--- src/rtl/game_flow_ctrl.sv ---
// Screen/game-flow controller: click decoding, stage sequencing and the
// per-stage countdown timer feeding the interface drawing stage.
module game_flow_ctrl #(
  parameter int TICKS_PER_SEC = 100_000_000,
  parameter int STAGE_TIME    = 60
) (
  input  logic       clk,
  input  logic       rst_n,
  input  logic       click,
  input  logic [8:0] cur_h,
  input  logic [7:0] cur_v,
  input  logic       stage_clear,
  input  logic       stage_fail,
  output logic [3:0] state,
  output logic [1:0] cur_stage,
  output logic [7:0] time_left,
  output logic       stage_start
);

  localparam int            TW        = (TICKS_PER_SEC > 1) ? $clog2(TICKS_PER_SEC) : 1;
  localparam logic [TW-1:0] TICK_MAX  = TW'(TICKS_PER_SEC - 1);
  localparam logic [7:0]    TIME_INIT = 8'(STAGE_TIME);

  // Encoding is shared with the drawing stage and must not change.
  typedef enum logic [3:0] {
    ST_TITLE    = 4'd0,
    ST_STAFF    = 4'd1,
    ST_STAGE1   = 4'd2,
    ST_SUCCESS1 = 4'd3,
    ST_STAGE2   = 4'd4,
    ST_SUCCESS2 = 4'd5,
    ST_STAGE3   = 4'd6,
    ST_SUCCESS3 = 4'd7,
    ST_FAIL     = 4'd8
  } state_t;

  state_t        state_reg;
  state_t        state_next;
  logic          click_d;
  logic          click_evt_reg;
  logic [8:0]    h_reg;
  logic [7:0]    v_reg;
  logic [TW-1:0] tick_cnt_reg;
  logic [7:0]    time_left_reg;
  logic [1:0]    cur_stage_reg;
  logic          stage_start_reg;
  logic          enter_stage;
  logic [1:0]    enter_k;
  logic          in_stage;
  logic          hit_col;
  logic          hit_a;
  logic          hit_b;
  logic          hit_c;
  logic          hit_staff;

  assign state       = state_reg;
  assign cur_stage   = cur_stage_reg;
  assign time_left   = time_left_reg;
  assign stage_start = stage_start_reg;

  // Hit tests use the cursor latched together with the click event.
  assign hit_col   = (h_reg >= 9'd120) && (h_reg < 9'd200);
  assign hit_a     = hit_col && (v_reg >= 8'd120) && (v_reg < 8'd140);
  assign hit_b     = hit_col && (v_reg >= 8'd160) && (v_reg < 8'd180);
  assign hit_c     = hit_col && (v_reg >= 8'd200) && (v_reg < 8'd220);
  assign hit_staff = (h_reg >= 9'd280) && (h_reg < 9'd320) && (v_reg >= 8'd220) && (v_reg < 8'd240);

  assign in_stage = (state_reg == ST_STAGE1) || (state_reg == ST_STAGE2) ||
                    (state_reg == ST_STAGE3);

  always_comb begin
    state_next  = state_reg;
    enter_stage = 1'b0;
    enter_k     = cur_stage_reg;
    case (state_reg)
      ST_TITLE: begin
        if (click_evt_reg) begin
          if (hit_a) begin
            state_next = ST_STAGE1; enter_stage = 1'b1; enter_k = 2'd1;
          end else if (hit_b) begin
            state_next = ST_STAGE2; enter_stage = 1'b1; enter_k = 2'd2;
          end else if (hit_c) begin
            state_next = ST_STAGE3; enter_stage = 1'b1; enter_k = 2'd3;
          end else if (hit_staff) begin
            state_next = ST_STAFF;
          end
        end
      end
      ST_STAFF: if (click_evt_reg) state_next = ST_TITLE;
      ST_SUCCESS1: begin
        if (click_evt_reg && hit_b) begin
          state_next = ST_STAGE2; enter_stage = 1'b1; enter_k = 2'd2;
        end else if (click_evt_reg && hit_c) begin
          state_next = ST_TITLE;
        end
      end
      ST_SUCCESS2: begin
        if (click_evt_reg && hit_b) begin
          state_next = ST_STAGE3; enter_stage = 1'b1; enter_k = 2'd3;
        end else if (click_evt_reg && hit_c) begin
          state_next = ST_TITLE;
        end
      end
      ST_SUCCESS3: begin
        if (click_evt_reg && hit_b) state_next = ST_STAFF;
        else if (click_evt_reg && hit_c) state_next = ST_TITLE;
      end
      ST_FAIL: begin
        if (click_evt_reg && hit_b && (cur_stage_reg != 2'd0)) begin
          enter_stage = 1'b1;
          case (cur_stage_reg)
            2'd1:    state_next = ST_STAGE1;
            2'd2:    state_next = ST_STAGE2;
            default: state_next = ST_STAGE3;
          endcase
        end else if (click_evt_reg && hit_c) begin
          state_next = ST_TITLE;
        end
      end
      // Clear is tested first so it wins over a simultaneous fail or timeout.
      ST_STAGE1: begin
        if (stage_clear) state_next = ST_SUCCESS1;
        else if (stage_fail || (time_left_reg == 8'd0)) state_next = ST_FAIL;
      end
      ST_STAGE2: begin
        if (stage_clear) state_next = ST_SUCCESS2;
        else if (stage_fail || (time_left_reg == 8'd0)) state_next = ST_FAIL;
      end
      ST_STAGE3: begin
        if (stage_clear) state_next = ST_SUCCESS3;
        else if (stage_fail || (time_left_reg == 8'd0)) state_next = ST_FAIL;
      end
      default: state_next = ST_TITLE;
    endcase
  end

  always_ff @(posedge clk) begin
    if (!rst_n) begin
      state_reg       <= ST_TITLE;
      click_d         <= 1'b0;
      click_evt_reg   <= 1'b0;
      h_reg           <= '0;
      v_reg           <= '0;
      tick_cnt_reg    <= '0;
      time_left_reg   <= TIME_INIT;
      cur_stage_reg   <= 2'd0;
      stage_start_reg <= 1'b0;
    end else begin
      click_d         <= click;
      click_evt_reg   <= click & ~click_d;
      h_reg           <= cur_h;
      v_reg           <= cur_v;
      state_reg       <= state_next;
      stage_start_reg <= 1'b0;
      if (in_stage) begin
        if (tick_cnt_reg == TICK_MAX) begin
          tick_cnt_reg <= '0;
          if (time_left_reg != 8'd0) time_left_reg <= time_left_reg - 8'd1;
        end else begin
          tick_cnt_reg <= tick_cnt_reg + 1'b1;
        end
      end
      // Stage entry overrides the timer update made above.
      if (enter_stage) begin
        cur_stage_reg   <= enter_k;
        time_left_reg   <= TIME_INIT;
        tick_cnt_reg    <= '0;
        stage_start_reg <= 1'b1;
      end
    end
  end

endmodule
--- config.mk ---
export PLATFORM = sky130hd
export DESIGN_NAME = game_flow_ctrl
export DESIGN_NICKNAME = d
export VERILOG_FILES = /design/src/rtl/game_flow_ctrl.sv
export SDC_FILE = /design/constraint.sdc
export NUM_CORES = 1
export LEC_CHECK = 0
export CORE_ASPECT_RATIO = 0.5
export CORE_MARGIN = 1.5
export CORE_UTILIZATION = 25
export CTS_CLUSTER_DIAMETER = 100
export DETAILED_ROUTE_END_ITERATION = 8
export MAX_ROUTING_LAYER = met4
export SETUP_SLACK_MARGIN = 0.4
export SLEW_MARGIN = 15
export SYNTH_ARGS = -nofsm -noshare
export SYNTH_HDL_FRONTEND = slang
export SYNTH_SLANG_ARGS = --single-unit
--- constraint.sdc ---
create_clock -name clk -period 5.4 [get_ports clk]
set_clock_uncertainty 0.05 [all_clocks]
set_input_delay 1.08 -clock clk [delete_from_list [all_inputs] [get_ports clk]]
set_output_delay 1.08 -clock clk [all_outputs]
set_load 0.05 [all_outputs]
======== After elaboration in Yosys (flattened, before gate mapping) ========
Cells that the tools add are included.
storage, ports and cells
  flip-flop bits (word level) ............. 61
  input bits .............................. 22
  output and inout port bits .............. 15
  logic and storage cells ................. 102
operators by class
  add/subtract/negate cells ............... 2
  $lt $le $gt $ge ......................... 12
  eq/ne operators ......................... 17
  mux-type cells .......................... 33
  bitwise operators ....................... 3
  reductions and logical operators ........ 26
operators with widths
  kind                                                                   count
  4-bit 2-to-1 mux                                                       15
  4-bit case mux with 9 select lines                                     1
  8-bit < comparator, second input constant                              4
  27-bit by 1-bit adder with 27-bit output, second input constant        1
  27-bit equality test, second input constant                            1
  27-bit 2-to-1 mux                                                      1
  8-bit >= comparator, second input constant                             3
  4-bit by 3-bit equality test with 1-bit output, second input constant  4
  1-bit logical AND                                                      13
  2-bit 2-to-1 mux                                                       6
  9-bit by 7-bit >= comparator with 1-bit output, second input constant  1
  9-bit >= comparator, second input constant                             1
  9-bit by 8-bit < comparator with 1-bit output, second input constant   1
  9-bit < comparator, second input constant                              1
  4-bit by 2-bit equality test with 1-bit output, second input constant  2
  8-bit by 7-bit >= comparator with 1-bit output, second input constant  1
  8-bit zero test                                                        1
  2-bit != test, second input constant                                   4
  8-bit nonzero test                                                     1
  8-bit by 1-bit subtractor with 8-bit output, second input constant     1
  1-bit 2-to-1 mux                                                       7
  2-bit case mux with 3 select lines                                     1
  3-bit case mux with 2 select lines                                     1
  3-bit AND reduction                                                    2
  15 further kinds                                                       19

======== Longest topological paths before layout ========
  depth after elaboration ................. 10
  mapped depth ............................ 9
  depth with buffers taken out ............ 8

======== Worst setup path after synthesis ========
No wires, ideal clock.
  path type ............................... register -> register
  from .................................... reg state_reg[1], in the netlist state[1]
  to ...................................... reg time_left_reg[1], in the netlist time_left[1]
  library setup time ...................... 73 ps
  arrival time ............................ 2,282 ps
  data required time ...................... 5,277 ps
  setup slack ............................. 2,995 ps
  cell stages (with the launch flop) ...... 8
  buffers on the path ..................... 1
  clock period less this slack ............ 2,405 ps
  cells stage by stage .................... dfxtp_1 -> buf_2 -> nor2_1 -> or3_4 -> nor4_4 -> nand2_2 -> mux2_4 -> nor3_2
between the ends
  word-level cells in the longest chain between the ends .. 4
  elaborated cells on any way between the ends .. 13
  classes of those cells .................. eq/ne: 6; mux: 1; reduce/logical: 6
ends and longest elaborated chain
  what                                                                               RTL line  RTL
  start: declaration                                                                 37        state_t state_reg;
  start signal: assignment                                                           153       state_reg <= state_next;
  4-bit by 3-bit equality test with 1-bit output, or another cell as far along       75        case (state_reg)
  2-bit OR reduction (no source line) / 1-bit logical OR (equally long branches)     --
  1-bit case mux with 3 select lines / 1-bit logical OR (equally long branches)      75, 68
  2-bit OR reduction (no source line) / 3-bit AND reduction (equally long branches)  --
  end signal: assignment                                                             158       if (time_left_reg != 8'd0) time_left_reg <= time_left_reg - 8'd1;
  end: declaration                                                                   44        logic [7:0] time_left_reg;
Several ways; a longest one is shown, not always the timed one.
A chain may end at the register's enable or synchronous reset.

======== Worst setup path in the final report ========
  from .................................... reg state_reg[2], in the netlist state[2]
  to ...................................... out state[2]
RTL lines
  what              RTL line  RTL
  end: declaration  14        output logic [3:0] state,
No word-level cell between the ends.

==> summary.txt <==
Run status
  – Outcome: complete, no violations

Setup path
  – Maximum net fanout on the critical path: 13
  – Critical Path RT: 4270 ps
  – Worst flop-to-flop path endpoint: tick_cnt_reg[26]
  – Buffers plus inverters on the worst setup path: 1
  – Number of cells on the worst reg-to-reg path: 6
  – Critical path, cell by cell: clkdlybuf4s50_1
  – Library cell contributing the largest single delay on the critical path: sky130_fd_sc_hd__clkdlybuf4s50_1
  – Register-to-register path setup slack: 2820 ps
  – Category of cells accounting for the largest share of critical-path delay: buffers and inverters
  – Worst setup EP type: primary output
  – FF-to-FF Start: state[2]
  – Crit-path max cell delay: 890 ps
  – Startpoint Class: flop
  – Signal arrival time at the worst endpoint: 1770 ps
  – Critical path class: flop to primary output

Detailed routing
  – Post-detailed-routing wire length: 6450 µm
  – Drt wl/cell: roughly 12 µm
  – Violation count after the first detailed-routing iteration: 154
  – Vias per Instance: approximately 4.7
  – Number of vias after detailed routing: between 2000 and 2500
  – Antenna Nets Post-Route: 0
  – First-pass DRT Iterations: 4
  – DRC violation count after routing: 0

Global route
  – Vias in the first global route: between 2000 and 2500
  – Antenna violations before repair: 0
  – Pin count of the biggest net entering global routing: 34
  – Gr ovfl total: 0
  – Aggregate global-route resource usage: 11.1%
  – First-pass GRT wire length: 11100 µm

Finish
  – Ant. Diodes: 0
  – Number of cells in the finished layout apart from fillers: 528
  – Post-layout utilization of the core: 31.3%
  – Area added between synthesis and finish: 19.8%
  – Fraction of final layout cells with drive strength greater than 1: 7.05%
  – Nets: 392
  – Fill cell count: 1221
  – Max FFs per register: 27
  – Layout Cell Area excl Fill: 0.00351 mm²

Pwr
  – Static leakage: 1.17 nW
  – Gate power share: 4.8%
  – Clock share of power: about 42%
  – Switching part of the total: between 20% and 30%
  – Total power per unit cell area: about 230 mW/mm²
  – Reported net switching power: roughly 0.19 mW
  – Worst IR drop on VDD: around 150 µV
  – Relative contribution of sequential cells to total power: 53.1%
  – Tot Pwr: around 0.80 mW
  – Cell-internal power: 0.615 mW

Synthesis
  – Number of warnings printed during yosys synthesis: 0
  – Top flip-flop cell by instance count after synthesis: sky130_fd_sc_hd__dfxtp_1
  – Cell type with the highest aggregate area in the netlist: sky130_fd_sc_hd__dfxtp_1
  – Count of different cell masters after synthesis: 57
  – Gate Count Post-Synth: approximately 350
  – Cell types occupying the most area after synthesis: sky130_fd_sc_hd__dfxtp_1 (38%), sky130_fd_sc_hd__nor3_1 (7.0%), sky130_fd_sc_hd__xor2_1 (6.6%)
  – Seq cells post-synth: 56
  – Nets in the synthesized netlist: around 370
  – Top-area cell type share of the netlist area: 38.2%
  – Post-synth EDFFs: 0
  – Share of async-settable or async-resettable flops after synthesis: 0%
  – Cell area after technology mapping: 0.00293 mm²
  – Sequential-to-total area share from yosys stat: 38.2%
  – Post-synthesis average cell area: 8.45 µm²

STA
  – Setup slack after layout: 2500 ps
  – Unrepaired setup endpoints after global routing: false
  – Worst hold margin: around 340 ps
  – Final max-slew violation count: 0
  – Crit share post-route: between 50% and 60%
  – Slew of the pin with the lowest slew margin: 843 ps
  – Top achievable clock speed: 345 MHz
  – Final hold violations: 0
  – Minimum period implied by the final worst setup slack: 2900 ps
  – Normalized max-slew margin: 43.8%
  – Final Setup Violations: 0
  – Total negative setup slack: 0 ps

Floorplan
  – Initial core utilization: 26.1%
  – Number of placement rows: 27
  – Number of I/O pins: 37
  – Placeable core region: approximately 0.011 mm²
  – Die W: 156 µm
  – Chip Height: 79.6 µm
  – DIE AREA: 0.0124 mm²

Placement
  – Placer Congestion: 0.886
  – Dpl cell area: 0.00336 mm²
  – Minimum setup slack after placement: 2270 ps
  – # port buffers: 31
  – DPL Wire Length: 4610 µm
  – Count of placed standard cells including taps: 520

Min path
  – Hold depth: 1
  – Min-Delay Startpoint: click_d
  – Destination of the worst hold path: click_evt_reg
  – Class of the tightest hold or removal check: flop to flop

Clock tree
  – CTS buffer count: 5
  – H-tree level count: 2
  – Total of cells resized after clock tree synthesis: 0
  – Max clock buf depth: 2
  – Clock root buffer master: sky130_fd_sc_hd__clkbuf_16
  – Clock tree from TritonCTS: built
  – Count of clock tree sinks: 56
  – Number of buffers added for setup after CTS: 0
  – Clock transition at path regs: approximately 70 ps
  – Source-to-sink clock delay at the later pin of the worst-skew pair: 290 ps
  – Number of buffers added to fix hold violations after cts: 0

Job
  – Count of maximum capacitance violations: 0
power by group through the flow:
stage | Combinational, mW | Clock (mW) | Sequential (mW)
final | 0.0387 | 0.337 | 0.426
after global routing | 0.0435 | 0.359 | 0.427
after CTS | 0.0392 | 0.346 | 0.426
after detailed placement | 0.0389 | 0 | 0.435
after global placement | 0.0388 | 0 | 0.435
after floorplan | 0.0238 | 0 | 0.433
cells in the mapped netlist (4+ instances only):
master	n
sky130_fd_sc_hd__or3_1	4
sky130_fd_sc_hd__and3_1	7
sky130_fd_sc_hd__xnor2_1	9
sky130_fd_sc_hd__buf_2	7
sky130_fd_sc_hd__clkbuf_1	8
sky130_fd_sc_hd__nor2b_1	4
sky130_fd_sc_hd__inv_1	10
sky130_fd_sc_hd__o21a_1	5
sky130_fd_sc_hd__and2_1	14
sky130_fd_sc_hd__a21oi_1	7
sky130_fd_sc_hd__nand4_1	10
sky130_fd_sc_hd__xor2_1	22
sky130_fd_sc_hd__a31oi_1	5
sky130_fd_sc_hd__o21ai_0	9
sky130_fd_sc_hd__or2_2	5
sky130_fd_sc_hd__nor3_1	41
sky130_fd_sc_hd__dfxtp_1	56
sky130_fd_sc_hd__nand2b_1	5
sky130_fd_sc_hd__nand3_1	21
sky130_fd_sc_hd__nor2_1	19
sky130_fd_sc_hd__a22oi_1	4
sky130_fd_sc_hd__nand2_1	22
cell usage in the layout, fill, tap and decap left out, types with 4 or more instances in the layout:
master and instances:
sky130_fd_sc_hd__and2_1 14, sky130_fd_sc_hd__o21ai_0 9, sky130_fd_sc_hd__inv_1 10, sky130_fd_sc_hd__nor3_1 41
sky130_fd_sc_hd__or3_1 4, sky130_fd_sc_hd__or2_2 5, sky130_fd_sc_hd__a21oi_1 7, sky130_fd_sc_hd__clkbuf_16 5
sky130_fd_sc_hd__xor2_1 22, sky130_fd_sc_hd__clkdlybuf4s50_1 31, sky130_fd_sc_hd__nor2_1 19, sky130_fd_sc_hd__and3_1 7
sky130_fd_sc_hd__nand4_1 10, sky130_fd_sc_hd__nand2b_1 5, sky130_fd_sc_hd__a22oi_1 4, sky130_fd_sc_hd__o21a_1 5
sky130_fd_sc_hd__a31oi_1 5, sky130_fd_sc_hd__nor2b_1 4, sky130_fd_sc_hd__dfxtp_1 56, sky130_fd_sc_hd__xnor2_1 9
sky130_fd_sc_hd__nand3_1 21, sky130_fd_sc_hd__nand2_1 22
cell type report:
cell class,count,area [µm²],share of cell area (%)
multi-input cells,263,1690,48.0
clock buffers,5,125,3.56
clock inverters,3,27.5,0.783
flip-flops and latches,56,1120,31.9
well taps,159,199,5.66
repair buffers,32,318,9.05
inverters,10,37.5,1.07
layer usage:
layer | share of wire (%) | up-vias | track usage (%)
met5 | 0 | - | -
met4 | 0.85 | 0 | 2.57
met3 | 2.5 | 4 | 1.63
met2 | 46 | 42 | 18.3
met1 | 50 | 1162 | 14.6
li1 | - | 1289 | -
how the worst max path moves through the flow:
stage	start	endpoint	slack, ps	depth (start not counted)
floorplan	state[1]	time_left[1]	2990	7
global placement	rst_n	tick_cnt_reg[13]	2280	4
finish	state[2]	state[2]	2500	1
global route	rst_n	tick_cnt_reg[22]	2340	4
detailed placement	rst_n	tick_cnt_reg[21]	2270	4
CTS	state[2]	state[2]	2490	1
logic make-up (layout without fill, tap and decap cells):
logic type | count (synthesis) | after routing | share of synthesized area, %
compound gates | 49 | 49 | 11.6
xor+xnor | 31 | 31 | 9.26
fa+ha+maj | 2 | 2 | 0.853
buf+inv | 28 | 50 | 4.27
flops | 56 | 56 | 38.2
mux | 5 | 5 | 2.01
simple gates | 176 | 176 | 33.8
(Power assumes the default switching activity.)
